===== config.mk =====
export PLATFORM = sky130hd
export DESIGN_NAME = rsc2_dec_lapo_ctrl
export DESIGN_NICKNAME = d
export VERILOG_FILES = /design/src/rtl/rsc2_dec_lapo_ctrl_pkg.sv /design/src/rtl/rsc2_dec_val_dly.sv /design/src/rtl/rsc2_dec_lapo_ctrl.sv
export SDC_FILE = /design/constraint.sdc
export NUM_CORES = 1
export LEC_CHECK = 0
export CORE_AREA = 4 4 120 122
export DETAILED_ROUTE_END_ITERATION = 8
export DIE_AREA = 0 0 124 126
export HOLD_SLACK_MARGIN = 0.1
export PLACE_DENSITY = 0.53
export SYNTH_ARGS = -nofsm -noshare
export SYNTH_HDL_FRONTEND = slang
export SYNTH_SLANG_ARGS = --single-unit

===== constraint.sdc =====
create_clock -name iclk -period 10.34 [get_ports iclk]
set_clock_uncertainty 0.15 [all_clocks]
set_input_delay 2.585 -clock iclk [delete_from_list [all_inputs] [get_ports iclk]]
set_output_delay 2.585 -clock iclk [all_outputs]
set_load 0.005 [all_outputs]

===== src/rtl/rsc2_dec_lapo_ctrl_pkg.sv =====
// rsc2 decoder shared types: Lapo controller FSM states and address/length types.
// Ports: none (package). Imported by rsc2_dec_lapo_ctrl and its sub-modules.
// The address/length types describe the default build width (cADDR_W duobits).
package rsc2_dec_lapo_ctrl_pkg;

  localparam int unsigned cADDR_W = 10;

  // duobit address and block length (same width: a length of 0 is legal)
  typedef logic [cADDR_W-1:0] addr_t;
  typedef logic [cADDR_W-1:0] len_t;
  // outstanding read count needs one extra bit
  typedef logic [cADDR_W:0]   outst_t;

  typedef enum logic [1:0] {
    ST_IDLE  = 2'd0,
    ST_RUN   = 2'd1,
    ST_DRAIN = 2'd2,
    ST_DONE  = 2'd3
  } state_t;

endpackage


===== src/rtl/rsc2_dec_val_dly.sv =====
// rsc2 decoder valid delay line: clock-enabled shift register of pDEPTH stages.
// Ports: iclk/ireset (sync, active-low)/iclkena, ival in, oval = ival delayed
// pDEPTH enabled cycles. Reset clears every stage regardless of iclkena.
module rsc2_dec_val_dly #(
  parameter int pDEPTH = 1
) (
  input  logic iclk,
  input  logic ireset,
  input  logic iclkena,
  input  logic ival,
  output logic oval
);

  logic [pDEPTH-1:0] sr_q;

  // shift form works for pDEPTH = 1 without a special-case slice
  always_ff @(posedge iclk) begin
    if (!ireset) begin
      sr_q <= '0;
    end else if (iclkena) begin
      sr_q <= (sr_q << 1) | pDEPTH'(ival);
    end
  end

  assign oval = sr_q[pDEPTH-1];

endmodule


===== src/rtl/rsc2_dec_lapo_ctrl.sv =====
// rsc2 decoder Lapo controller: issues len gamma/state reads, tracks outstanding
// Lapo results, writes extrinsics in read order, pulses odone at end of block.
// Ports: iclk, ireset (sync active-low), iclkena, istart/ilen/ordy (block start),
//   ordaddr/ordval (memory reads), olapo_val/ilapo_val (Lapo datapath valid in/out),
//   owraddr/owrval (extrinsic writes), obusy/odone/oerr (status).
// Macro RSC2_DEC_LAPO_CTRL_BACKWARD_EN: addresses descend len-1..0 instead of 0..len-1.
module rsc2_dec_lapo_ctrl
  import rsc2_dec_lapo_ctrl_pkg::*;
#(
  parameter int pADDR_W   = cADDR_W,
  parameter int pMEM_LAT  = 1,   // 1..4
  parameter int pLAPO_LAT = 6
) (
  input  logic               iclk,
  input  logic               ireset,
  input  logic               iclkena,
  input  logic               istart,
  input  logic [pADDR_W-1:0] ilen,
  output logic               ordy,
  output logic [pADDR_W-1:0] ordaddr,
  output logic               ordval,
  output logic               olapo_val,
  input  logic               ilapo_val,
  output logic [pADDR_W-1:0] owraddr,
  output logic               owrval,
  output logic               obusy,
  output logic               odone,
  output logic               oerr
);

  // first write lands this many enabled cycles after the accepted istart
  localparam int unsigned unused_e2e_lat = pMEM_LAT + pLAPO_LAT + 1;

`ifdef RSC2_DEC_LAPO_CTRL_BACKWARD_EN
  localparam bit cBACKWARD = 1'b1;
`else
  localparam bit cBACKWARD = 1'b0;
`endif

  localparam logic [pADDR_W-1:0] cONE   = pADDR_W'(1);
  localparam logic [pADDR_W:0]   cONE_W = (pADDR_W+1)'(1);

  function automatic logic [pADDR_W-1:0] first_addr(input logic [pADDR_W-1:0] len);
    return cBACKWARD ? (len - cONE) : '0;
  endfunction

  function automatic logic [pADDR_W-1:0] addr_step(input logic [pADDR_W-1:0] a);
    return cBACKWARD ? (a - cONE) : (a + cONE);
  endfunction

  state_t             state_q;
  logic [pADDR_W-1:0] len_q;
  logic [pADDR_W-1:0] rd_cnt_q;   // reads issued, including the one on ordaddr
  logic [pADDR_W-1:0] wr_cnt_q;   // results accepted so far
  logic [pADDR_W-1:0] rdaddr_q;
  logic [pADDR_W-1:0] wraddr_q;
  logic [pADDR_W:0]   outst_q, outst_d;
  logic               rdval_q;
  logic               done_q;
  logic               err_q;

  logic active;
  logic rd_iss;
  logic wr_acc;
  logic spurious;
  logic last_wr;

  assign active   = (state_q == ST_RUN) || (state_q == ST_DRAIN);
  // a held ordval only counts as a read in an enabled cycle
  assign rd_iss   = rdval_q & iclkena;
  assign wr_acc   = ilapo_val & iclkena & active & (outst_q != '0);
  assign spurious = ilapo_val & iclkena & active & (outst_q == '0);
  assign last_wr  = wr_acc & (wr_cnt_q == (len_q - cONE));

  always_comb begin
    outst_d = outst_q;
    if (rd_iss && !wr_acc) begin
      outst_d = outst_q + cONE_W;
    end else if (!rd_iss && wr_acc) begin
      outst_d = outst_q - cONE_W;
    end
  end

  always_ff @(posedge iclk) begin
    if (!ireset) begin
      state_q  <= ST_IDLE;
      len_q    <= '0;
      rd_cnt_q <= '0;
      wr_cnt_q <= '0;
      rdaddr_q <= '0;
      wraddr_q <= '0;
      outst_q  <= '0;
      rdval_q  <= 1'b0;
      done_q   <= 1'b0;
      err_q    <= 1'b0;
    end else if (iclkena) begin
      outst_q <= outst_d;
      done_q  <= 1'b0;
      if (spurious) begin
        err_q <= 1'b1;
      end
      if (wr_acc) begin
        wr_cnt_q <= wr_cnt_q + cONE;
        wraddr_q <= addr_step(wraddr_q);
      end
      case (state_q)
        ST_IDLE: begin
          if (istart) begin
            len_q    <= ilen;
            wr_cnt_q <= '0;
            if (ilen != '0) begin
              state_q  <= ST_RUN;
              rdval_q  <= 1'b1;
              rdaddr_q <= first_addr(ilen);
              wraddr_q <= first_addr(ilen);
              rd_cnt_q <= cONE;
            end else begin
              state_q <= ST_DONE;
              done_q  <= 1'b1;
            end
          end
        end
        ST_RUN: begin
          if (rd_cnt_q == len_q) begin
            rdval_q <= 1'b0;
            state_q <= ST_DRAIN;
          end else begin
            rdaddr_q <= addr_step(rdaddr_q);
            rd_cnt_q <= rd_cnt_q + cONE;
          end
        end
        ST_DRAIN: begin
          if (last_wr) begin
            state_q <= ST_DONE;
            done_q  <= 1'b1;
          end
        end
        ST_DONE: begin
          state_q <= ST_IDLE;
        end
        default: begin
          state_q <= ST_IDLE;
        end
      endcase
    end
  end

  rsc2_dec_val_dly #(
    .pDEPTH (pMEM_LAT)
  ) u_val_dly (
    .iclk    (iclk),
    .ireset  (ireset),
    .iclkena (iclkena),
    .ival    (rdval_q),
    .oval    (olapo_val)
  );

  assign ordy    = (state_q == ST_IDLE);
  assign obusy   = (state_q != ST_IDLE);
  assign ordval  = rdval_q;
  assign ordaddr = rdaddr_q;
  assign owrval  = wr_acc;
  assign owraddr = wraddr_q;
  assign odone   = done_q;
  assign oerr    = err_q;

endmodule


; After elaboration in Yosys (flattened, before gate mapping)
; Index checks and enable logic that the tools add are counted.
[word_totals]
word_cells = 82
ff_bits = 67
output_inout_bits = 27
inputBits = 15
[op_classes]
bitwise_logic = 6
reduce_logical = 18
mux = 30
eq_ne = 10
addsub = 7
[op_table]
columns = op, count
row1 = $mux 10, 13
row2 = $add 10x1->10 const B, 4
row3 = $pmux 10 s2, 2
row4 = $mux 11, 2
row5 = $eq 10x10->1, 2
row6 = $add 11x1->11 const B, 1
row7 = $logic_not 11->1, 1
row8 = $reduce_bool 11->1, 1
row9 = $sub 11x1->11 const B, 1
row10 = $reduce_and 5->1, 2
row11 = $reduce_bool 10->1, 1
row12 = $sub 10x1->10 const B, 1
row13 = $mux 2, 4
row14 = $pmux 2 s4, 1
row15 = $and 1x1->1, 6
row16 = $mux 1, 6
row17 = $ne 2x2->1 const B, 3
row18 = $reduce_bool 2->1, 3
row19 = $eq 2x2->1 const B, 2
row20 = $ne 2x1->1 const B, 2
row21 = $pmux 1 s2, 2
row22 = $reduce_and 2->1, 2
row23 = $reduce_and 4->1, 1
row24 = $reduce_and 3->1, 1
row25 = 5 further kinds, 7

; Logic depth before layout (Yosys ltp)
; Gate-level depths: netlist of the first run.
[logic_depth]
depth_word = 8
ltp_mapped = 15
depth_no_buf = 14

; Hierarchy
; From an unflattened synthesis of the first run, not the netlist that was laid out.
[unflattened]
cells_unflattened = 484
hier_area_um2 = 3882.5
[by_module_without_submodules]
columns = module, seq_area_each_um2, cells_each, area_each_um2, instances
row1 = rsc2_dec_lapo_ctrl, 1321.3, 481, 3846.2, 1
row2 = rsc2_dec_val_dly, 20.0, 3, 36.3, 1

; Worst setup path before layout of the first run
; OpenSTA, ideal clock, no wires.
[synth_path]
path_type = input -> output
start = input port iclkena
end = output port owrval
required_ns = 7.605
path_stages = 4
setup_slack_ns = 4.147
path_buffers = 2
t_arrival_ns = 3.458
path_cell_list = buf_2 nand3_1 a31oi_1 clkbuf_1
[synth_via]
elab_chain_len = 3
[synth_lines]
columns = item, line
row1 = from (decl), rsc2_dec_lapo_ctrl.sv:16  ; input logic iclkena,
row2 = $and 1x1->1 (3 in a row), rsc2_dec_lapo_ctrl.sv:71  ; assign wr_acc = ilapo_val & iclkena & active & (outst_q != '0);
row3 = to (decl), rsc2_dec_lapo_ctrl.sv:25  ; output logic owrval,
; No other way between the ends.

; Final worst setup path of the first run
; Ends and elaborated chain as after synthesis.

==> results of run 1 <==
==> metrics by stage <==
step	worst slack, ns	instances	hold WS [ns]	power [mW]	cell area (um^2)
3_5_place_dp	3.20	683	0.318	0.385	4480
5_1_grt	3.11	699	0.366	0.728	4790
3_3_place_gp	3.26	683	0.310	0.383	4480
4_1_cts	3.20	699	0.326	0.705	4790
6_report	3.22	699	0.325	0.698	4790
2_1_floorplan	4.15	486	0.299	0.355	3950
==> worst max-delay path, stage by stage <==
cell	delay [ns]
clkdlybuf4s50_1	0.69
nand3_1	0.16
a31oi_1	0.17
buf_4	0.24
clkdlybuf4s50_1	0.53
==> worst max-delay path by stage <==
stage	slack [ns]	startpoint	end
after floorplan	4.15	iclkena	owrval
after global placement	3.26	iclkena	owrval
after detailed placement	3.20	iclkena	owrval
after CTS	3.20	iclkena	owrval
after global routing	3.11	iclkena	owrval
final	3.22	iclkena	owrval
==> sequential cells by signal (all words and copies together) (netlist names) <==
| name | cells |
|---|---|
| state_q | 2 |
| wr_cnt_q | 10 |
| outst_q | 11 |
| ordval | 1 |
| owraddr | 10 |
| rd_cnt_q | 10 |
| len_q | 10 |
| oerr | 1 |
| odone | 1 |
| ordaddr | 10 |
| u_val_dly.oval | 1 |
==> logic make-up after synthesis <==
kind of cell / share of synthesized area [%]
compound gates: 13.4
xor+xnor: 11.3
fa+ha+maj: 6.22
buf+inv: 4.44
flops: 34.0
mux: 1.55
simple gates: 29.1
==> power by group through the flow <==
| stage | clock network, mW | registers, mW | logic [mW] |
|---|---|---|---|
| 5_1_grt | 0.334 | 0.277 | 0.117 |
| 4_1_cts | 0.325 | 0.276 | 0.104 |
| 3_3_place_gp | 0 | 0.282 | 0.102 |
| 2_1_floorplan | 0 | 0.277 | 0.0775 |
| 6_report | 0.318 | 0.276 | 0.104 |
| 3_5_place_dp | 0 | 0.282 | 0.104 |
==> synthesized netlist by cell type, types with 3 or more instances <==
cell / n / area (um^2)
a21oi_1: 33 / 165
o2111ai_1: 3 / 26.3
or4_1: 3 / 22.5
ha_1: 18 / 225
o21ai_0: 10 / 50.1
and2_1: 5 / 31.3
nand4_1: 15 / 93.8
mux2i_1: 5 / 50.1
or2_2: 3 / 18.8
dfxtp_1: 67 / 1340
nor3b_1: 5 / 37.5
o311a_1: 3 / 30.0
o21a_1: 3 / 22.5
and4_1: 3 / 26.3
xor2_1: 30 / 263
nor3_1: 9 / 45.0
buf_2: 4 / 20.0
nand3_1: 26 / 130
nor4_1: 10 / 62.6
nand2_1: 55 / 206
and3_1: 7 / 43.8
nand2b_1: 5 / 31.3
clkbuf_1: 14 / 52.6
xnor2_1: 21 / 184
nor4b_1: 3 / 26.3
a31oi_1: 5 / 31.3
inv_1: 19 / 71.3
nor2_1: 54 / 203
or3_1: 7 / 43.8
==> per-layer routing <==
| metal | vias to the layer above | wire length, um | track usage (%) |
|---|---|---|---|
| li1 | 1780 | - | - |
| met1 | 1638 | 4670 | 17.2 |
| met2 | 56 | 4640 | 21.2 |
| met3 | 20 | 350 | 2.74 |
| met4 | 0 | 277 | 6.31 |
| met5 | - | 0 | 0 |
==> final cells by class <==
class | count | area share, %
tap | 176 | 4.60
inverter | 20 | 1.57
timing repair buffer | 42 | 8.73
clock inverter | 6 | 1.36
sequential | 67 | 28.0
multi-input combinational | 378 | 50.7
clock buffer | 10 | 4.99
==> summary.md, run 1 <==
| Metric | Value |
|---|---|
| Status | `completed` |
| Fillcell total | `1338` |
| Starting DRC count in detailed routing | `184` |
| Hpwl dp | `7250 um` |
| Grt ovf | `0` |
| TritonCTS buffer count | `9` |
| Avg WL per Cell | `14.2 um` |
| Die height | `126 um` |
| Final Critical Period | `7.12 ns` |
| Core Region | `13200 um^2` |
| Required @ worst endpoint | `7.61 ns` |
| Clk buf depth | `2` |
| Post-route ant nets | `0` |
| Fmax | `140 MHz` |
| Mean Syn Cell Area | `8.12 um^2` |
| Initial Util | `29.9%` |
| Ys Warns | `0` |
| Share of layout cells above drive strength 1 | `5.93%` |
| Via count | `3494` |
| # hold bufs at CTS | `0` |
| Post-route DRC | `0` |
| Yosys cell types | `60` |
| CTS clk-pin slew, worst paths | `0.06 ns` |
| CTS tree | `built` |
| Switching Power | `0.194 mW` |
| Setup TNS | `0 ns` |
| Flop pwr share | `39.5%` |
| CTS H-tree depth | `3` |
| Syn_nets | `520` |
| Vias in the first global route | `3425` |
| Row count | `42` |
| R2R setup slack | `6.40 ns` |
| Min-Delay Path Depth | `2` |
| Pwr/cell area | `146 nW/um^2` |
| Routed vias/inst | `5.00` |
| GRT Util Overall | `13.4%` |
| Kind of critical path | `input pin to primary output` |
| Worst min-delay path category | `flop to flop` |
| Max-Cap Viols | `0` |
| # Post-CTS Setup Buffers | `0` |
| Int Pwr | `0.503 mW` |
| Netlist Area Pre-Place | `3950 um^2` |
| Largest net degree at the start of global routing | `28` |
| Top_reg_cell synth | `dfxtp_1` |
| Multi-input gate area | `2430 um^2` |
| Worst R2R End | `outst_q[7]` |
| Unrepaired setup endpoints after global routing | `no` |
| Setup-failing EPs final | `0` |
| Resized cells post-CTS | `0` |
| Seq cells post-synth | `67` |
| Final net count | `552` |
| Net Sw Frac | `27.8%` |
| Sink Count | `67` |
| Number of enable flip-flop cells after synthesis | `0` |
| Most frequent cells in the layout | `67 x dfxtp_1, 55 x nand2_1, 54 x nor2_1, 41 x clkdlybuf4s50_1, 33 x a21oi_1` |
| Cells after Synth | `486` |
| Worst-Skew Late Latency | `0.34 ns` |
| Die X | `124 um` |
| Hold Violations, Final | `0` |
| Rel. slew slack | `41.6%` |
| Comb power frac | `14.9%` |
| ANT cells | `0` |
| Leak pwr | `1.77 nW` |
| Final core utilization | `36.3%` |
| CP startpoint kind | `input pin` |
| I/O pins | `42` |
| Post-Route WL | `9940 um` |
| Async set-reset flop share out of synthesis | `0%` |
| Drt first pass iters | `4` |
| Sequential area share after synthesis | `34.0%` |
| FF-to-FF path depth | `15` |
| Crit. End Element | `primary output` |
| Commonest non-fill, non-tap cell in the layout | `dfxtp_1` |
| Initial antenna violation count | `0` |
| Crit path max fanout | `14` |
| First-pass GRT wire length | `16600 um` |
| Die area | `15600 um^2` |
| Synthesis-to-layout area growth | `21.3%` |
| Fin. max-slew vios | `0` |
| Seq. cell area | `1340 um^2` |
| Root buffer cell | `clkbuf_16` |
| Clock share of power | `45.6%` |
| Worst Hold Launch | `oerr` |
| Worst VDD drop | `0.0635 mV` |
| FF-to-FF Start | `state_q[1]` |
| Period utilisation layout | `68.9%` |
| IO buf count | `41` |
| Worst-Margin Slew | `0.871 ns` |
| RePlAce Congestion | `0.802` |
| Critical path arrival | `4.39 ns` |
| Hold Path End | `oerr` |
Power figures use the tool's default switching activity.
==> run 2, diff against run 1 <==
==> constraint.sdc (replaced) <==
create_clock -name iclk -period 7.2 [get_ports iclk]
set_clock_uncertainty 0.15 [all_clocks]
set_input_delay 1.8 -clock iclk [delete_from_list [all_inputs] [get_ports iclk]]
set_output_delay 1.8 -clock iclk [all_outputs]
set_load 0.005 [all_outputs]
==> run 2 against run 1 <==
  * Sequential share of layout area grew 0.081 points
  * Flip-flop and latch count did not move
  * Die area did not move
  * Routed wire length decreased by 0.13%
  * Design area is 0.29% lower
  * Core utilization fell by 0.10 points
  * Setup slack worse by 1.6 ns
  * Sequential power up 44%
  * First-iteration DRC count rose by 36%
  * Critical path depth stayed put
  * Worst hold slack gained 0.0032 ns
  * Via count is 1.3% higher
  * Critical endpoint unchanged
  * Largest cell class unchanged
==> summary.md, run 2 (same netlist as run 1, synthesis figures left out) <==
| Metric | Value |
|---|---|
| CTS tree | `built` |
| Sink Count | `67 (unchanged)` |
| Avg WL per Cell | `14.2 um (about the same)` |
| Die X | `124 um (unchanged)` |
| Via count | `3541 (+1.3%)` |
| Largest net degree at the start of global routing | `22 (-21%)` |
| Int Pwr | `0.718 mW (+43%)` |
| Routed vias/inst | `5.07 (+1.5%)` |
| Final Critical Period | `5.53 ns` |
| CTS clk-pin slew, worst paths | `0.06 ns (about the same)` |
| Synthesis-to-layout area growth | `21.0%` |
| Crit-path slowest cell | `clkdlybuf4s50_1` |
| Crit path max fanout | `14 (unchanged)` |
| CP most frequent cell | `clkdlybuf4s50_1` |
| First-pass GRT wire length | `16700 um (+0.62%)` |
| Max-Cap Viols | `0 (unchanged)` |
| Setup slack after layout | `1.67 ns (-1.55 ns)` |
| Clk buf depth | `2 (unchanged)` |
| Commonest non-fill, non-tap cell in the layout | `dfxtp_1` |
| Worst-Skew Late Latency | `0.34 ns (about the same)` |
| Fmax | `181 MHz` |
| Initial antenna violation count | `0 (unchanged)` |
| Die height | `126 um (unchanged)` |
| Status | `completed` |
| Unrepaired setup endpoints after global routing | `no` |
| Flop pwr share | `40.5% (+1.0 points)` |
| Most frequent cells in the layout | `67 x dfxtp_1, 55 x nand2_1, 54 x nor2_1, 41 x clkdlybuf4s50_1, 33 x a21oi_1` |
| ANT cells | `0 (unchanged)` |
| Vias in the first global route | `3338 (-2.5%)` |
| Setup TNS | `0 ns (unchanged)` |
| Required @ worst endpoint | `5.25 ns (-2.36 ns)` |
| Top Family by Delay on Critical Path | `buffers and inverters` |
| Net Sw Frac | `26.5% (-1.3 points)` |
| I/O pins | `42 (unchanged)` |
| Resized cells post-CTS | `0 (unchanged)` |
| Pwr Total | `0.978 mW (+40%)` |
| Critical path cell sequence | `clkdlybuf4s50_1 > nand3_1 > a31oi_1 > buf_4 > clkdlybuf4s50_1` |
| Leak pwr | `1.77 nW (-0.14%)` |
| IO buf count | `41 (unchanged)` |
| Hold Violations, Final | `0 (unchanged)` |
| Setup-failing EPs final | `0 (unchanged)` |
| Root buffer cell | `clkbuf_16` |
| Core Region | `13200 um^2 (unchanged)` |
| Period utilisation layout | `76.9%` |
| Critical path arrival | `3.58 ns (-0.81 ns)` |
| Cells after DPL | `684 (+0.15%)` |
| TritonCTS buffer count | `9 (unchanged)` |
| Clock share of power | `44.1% (-1.5 points)` |
| Worst VDD drop | `0.118 mV (+86%)` |
| # Post-CTS Setup Buffers | `0 (unchanged)` |
| Largest Register | `outst_q` |
| Fin. max-slew vios | `0 (unchanged)` |
| Non-Filler Instances | `698 (-0.14%)` |
| Worst Path Buf+Inv | `3 (unchanged)` |
| Hpwl dp | `7310 um (+0.72%)` |
| CP startpoint kind | `input pin` |
| Pwr/cell area | `205 nW/um^2 (+41%)` |
| CTS H-tree depth | `3 (unchanged)` |
| Starting DRC count in detailed routing | `251 (+36%)` |
| Rel. slew slack | `46.2% (+4.6 points)` |
| Row count | `42 (unchanged)` |
| Die area | `15600 um^2 (unchanged)` |
| GRT Util Overall | `13.4% (+0.067 points)` |
| Post-route ant nets | `0 (unchanged)` |
| Crit. End Element | `primary output` |
| Worst min-delay path category | `flop to flop` |
| Grt ovf | `0 (unchanged)` |
| # hold bufs at CTS | `0 (unchanged)` |
| Initial Util | `29.9% (unchanged)` |
| Switching Power | `0.260 mW (+34%)` |
| Share of layout cells above drive strength 1 | `5.56% (-0.37 points)` |
| Final net count | `553 (+0.18%)` |
| Critical Path Max Stage Delay | `0.68 ns (about the same)` |
| Drt first pass iters | `4 (unchanged)` |
| Comb power frac | `15.4% (+0.5 points)` |
| Kind of critical path | `input pin to primary output` |
| RePlAce Congestion | `0.790 (-1.5%)` |
| Post-route DRC | `0 (unchanged)` |
| Worst-Margin Slew | `0.806 ns (-0.0643 ns)` |
| Pre-CTS setup slack | `1.46 ns (-1.74 ns)` |
| Fillcell total | `1379 (+3.1%)` |
| Max reg flops | `11 (unchanged)` |
| Post-Route WL | `9930 um (-0.13%)` |
==> run 2: cell count changes in the layout (fill, tap and decap cells not counted), sizes merged <==
cell | before | now
buf | 1 | 2
clkbuf | 10 | 11
clkinv | 5 | 3
clkinvlp | 1 | 0
==> run 2: worst paths after layout <==
check	from	endpoint	slack [ns]	depth (start not counted)
worst max-delay path	iclkena	owrval	1.67	5
worst min-delay path	oerr	oerr	0.33	2
worst max register to register	state_q[1]	outst_q[7]	3.15	15
worst min register to register	oerr	oerr	0.33	2
==> run 2: metrics by stage <==
stage          util [%]  instance area [um^2]  hold WS (ns)
2_1_floorplan         -                  3950         0.299
3_3_place_gp       34.0                  4490         0.309
3_5_place_dp       34.0                  4490         0.318
4_1_cts            36.2                  4770         0.333
5_1_grt            36.2                  4770         0.355
6_report           36.2                  4770         0.328
==> run 2: final cells by class <==
cell class,count,area (um^2),area share (%)
clock inverters,3,40.0,0.839
well taps,176,220,4.61
clock buffers,11,243,5.09
flip-flops and latches,67,1340,28.1
inverters,20,75.1,1.57
repair buffers,43,425,8.91
multi-input cells,378,2430,50.9
==> run 2: metal layers <==
| layer | wire (um) | track usage, % | up-vias |
|---|---|---|---|
| met5 | 0 | 0 | - |
| met1 | 4390 | 17.0 | 1674 |
| met3 | 570 | 4.13 | 10 |
| met4 | 153 | 3.99 | 0 |
| li1 | - | - | 1784 |
| met2 | 4810 | 21.9 | 73 |
==> run 2: power by group through the flow <==
stage,Sequential (mW),Clock (mW),Combinational (mW)
floorplan,0.398,0,0.111
CTS,0.396,0.448,0.151
global placement,0.405,0,0.147
detailed placement,0.405,0,0.149
global route,0.398,0.463,0.169
finish,0.397,0.431,0.150
==> run 2: tightest hold or removal path, stage by stage, from the launching register on <==
cell	delay, ns
dfxtp_1	0.33
nor2_1	0.05
nor2_1	0.07
==> run 3, diff against run 2 <==
==> constraint.sdc (replaced) <==
create_clock -name iclk -period 5.75 [get_ports iclk]
set_clock_uncertainty 0.15 [all_clocks]
set_input_delay 1.4375 -clock iclk [delete_from_list [all_inputs] [get_ports iclk]]
set_output_delay 1.4375 -clock iclk [all_outputs]
set_load 0.005 [all_outputs]
==> run 3 against run 2 <==
  * Combinational power is 25% higher
  * Die area stayed put
  * Design area is 0.55% higher
==> summary.md, run 3 (same netlist as run 1, synthesis figures left out) <==
| Metric | Value |
|---|---|
| Final net count | `554 (+0.18%)` |
| Row count | `42 (unchanged)` |
| Crit. End Element | `flop` |
| Die X | `124 um (unchanged)` |
| CTS tree | `built` |
| Routed vias/inst | `4.99 (-1.7%)` |
| Final Critical Period | `4.79 ns` |
| Post-route ant nets | `0 (unchanged)` |
| Fmax | `209 MHz` |
| Initial antenna violation count | `0 (unchanged)` |
| Sink Count | `67 (unchanged)` |
| Final instance area | `4800 um^2 (+0.55%)` |
| M1 GR Usage | `16.4% (-0.56 points)` |
| CTS clk-pin slew, worst paths | `0.05 ns (about the same)` |
| Max-Cap Viols | `0 (unchanged)` |
| Core Region | `13200 um^2 (unchanged)` |
| Initial Util | `29.9% (unchanged)` |
| Most Used Layer, Global Route | `met2` |
| Share of layout cells above drive strength 1 | `5.93% (+0.37 points)` |
| Worst min-delay path category | `flop to flop` |
| CP startpoint kind | `input pin` |
| Setup-failing EPs final | `0 (unchanged)` |
| Clk buf depth | `2 (unchanged)` |
| Hpwl dp | `7260 um (-0.66%)` |
| Synthesis-to-layout area growth | `21.7%` |
| Commonest non-fill, non-tap cell in the layout | `dfxtp_1` |
| Pwr/cell area | `260 nW/um^2 (+27%)` |
| Required @ worst endpoint | `5.82 ns (+0.57 ns)` |
| Worst-Skew Late Latency | `0.34 ns (about the same)` |
| Rel. slew slack | `46.8% (+0.55 points)` |
| Met3 GRT Util | `3.90% (-0.22 points)` |
| Max reg flops | `11 (unchanged)` |
| Post-route DRC | `0 (unchanged)` |
| # Post-CTS Setup Buffers | `0 (unchanged)` |
| Period utilisation layout | `83.4%` |
| Worst-Margin Slew | `0.798 ns (-0.00822 ns)` |
| Unrepaired setup endpoints after global routing | `no` |
| Grt ovf | `0 (unchanged)` |
| Avg WL per Cell | `14.2 um (-0.42%)` |
| Leak pwr | `1.78 nW (+0.80%)` |
| Hold Violations, Final | `0 (unchanged)` |
| Largest Register | `outst_q` |
| M2 GR Usage | `21.7% (-0.19 points)` |
| GRT Util Overall | `13.4% (-0.065 points)` |
| Drt first pass iters | `4 (unchanged)` |
| ANT cells | `0 (unchanged)` |
| Largest net degree at the start of global routing | `28 (+27%)` |
| # hold bufs at CTS | `0 (unchanged)` |
| Crit-path slowest cell | `a2111oi_0` |
| Starting DRC count in detailed routing | `174 (-31%)` |
| Kind of critical path | `input pin to flop` |
| Die height | `126 um (unchanged)` |
| Critical path cell sequence | `clkdlybuf4s50_1 > buf_4 > nand3_1 > a31oi_1 > buf_4 > inv_1 > ha_1 > inv_1 > ha_1 > a21o_1 > a21oi_1 > o21bai_1 > a2111oi_0 > nor3_1 > nand3b_1` |
| Post-Route WL | `9900 um (-0.28%)` |
| Area after DPL | `4500 um^2 (+0.17%)` |
| First-pass GRT wire length | `16700 um (-0.25%)` |
| IO buf count | `41 (unchanged)` |
| Critical path arrival | `4.86 ns (+1.28 ns)` |
| Worst VDD drop | `0.143 mV (+21%)` |
| Status | `completed` |
| Root buffer cell | `clkbuf_16` |
| CTS H-tree depth | `3 (unchanged)` |
| Critical Path Max Stage Delay | `0.57 ns (-0.11 ns)` |
| Resized cells post-CTS | `0 (unchanged)` |
| Most frequent cells in the layout | `67 x dfxtp_1, 55 x nand2_1, 54 x nor2_1, 41 x clkdlybuf4s50_1, 33 x a21oi_1` |
| Via count | `3486 (-1.6%)` |
| Crit path max fanout | `14 (unchanged)` |
| RePlAce Congestion | `0.784 (-0.77%)` |
| TritonCTS buffer count | `9 (unchanged)` |
| Die area | `15600 um^2 (unchanged)` |
| Setup TNS | `0 ns (unchanged)` |
| I/O pins | `42 (unchanged)` |
| Vias in the first global route | `3435 (+2.9%)` |
| Fin. max-slew vios | `0 (unchanged)` |
## run 3: cell types whose count changed in the layout (fill, tap and decap cells not counted)
cell	before	now
clkbuf_8	1	3
buf_4	2	3
clkinv_2	2	1
clkbuf_1	1	0
## run 3: through the flow
stage / setup WS, ns / instances / hold slack [ns] / total power [mW] / utilization, %
2_1_floorplan: 1.09 / 486 / 0.299 / 0.638 / -
3_3_place_gp: 0.689 / 685 / 0.312 / 0.690 / 34.1
3_5_place_dp: 0.615 / 685 / 0.322 / 0.694 / 34.1
4_1_cts: 0.951 / 699 / 0.332 / 1.27 / 36.4
5_1_grt: 0.721 / 699 / 0.345 / 1.31 / 36.4
6_report: 0.955 / 699 / 0.327 / 1.25 / 36.4
## run 3: per-layer routing
| metal | up-vias | wire [um] |
|---|---|---|
| li1 | 1787 | - |
| met1 | 1625 | 4590 |
| met2 | 61 | 4650 |
| met3 | 13 | 452 |
| met4 | 0 | 202 |
| met5 | - | 0 |
## run 3: worst max-delay path, delay by kind of cell
kind | cells | cell delay, ns
AOI/OAI and AO/OA | 5 | 1.26
adders and majority gates | 2 | 0.55
buffers and inverters | 5 | 1.22
and+or+nand+nor | 3 | 0.39
## run 3: path summary, 6_finish.rpt
path	start	to	slack (ns)	depth (start not counted)
setup / recovery	iclkena	outst_q[7]	0.96	15
hold / removal	oerr	oerr	0.33	2
setup reg to reg	state_q[1]	outst_q[7]	1.89	15
hold reg to reg	oerr	oerr	0.33	2
## run 3: area by class of cell
cell class / instances / area, um^2
fill: 1361 / 8390
multi-input combinational: 378 / 2430
sequential: 67 / 1340
timing repair buffer: 44 / 433
clock buffer: 12 / 267
tap: 176 / 220
inverter: 20 / 75.1
clock inverter: 2 / 35.0
## run 3: power breakdown
group / total [mW] / internal [mW] / switching [mW]
logic: 0.188 / 0.0811 / 0.107
clock network: 0.564 / 0.365 / 0.199
registers: 0.497 / 0.478 / 0.0189
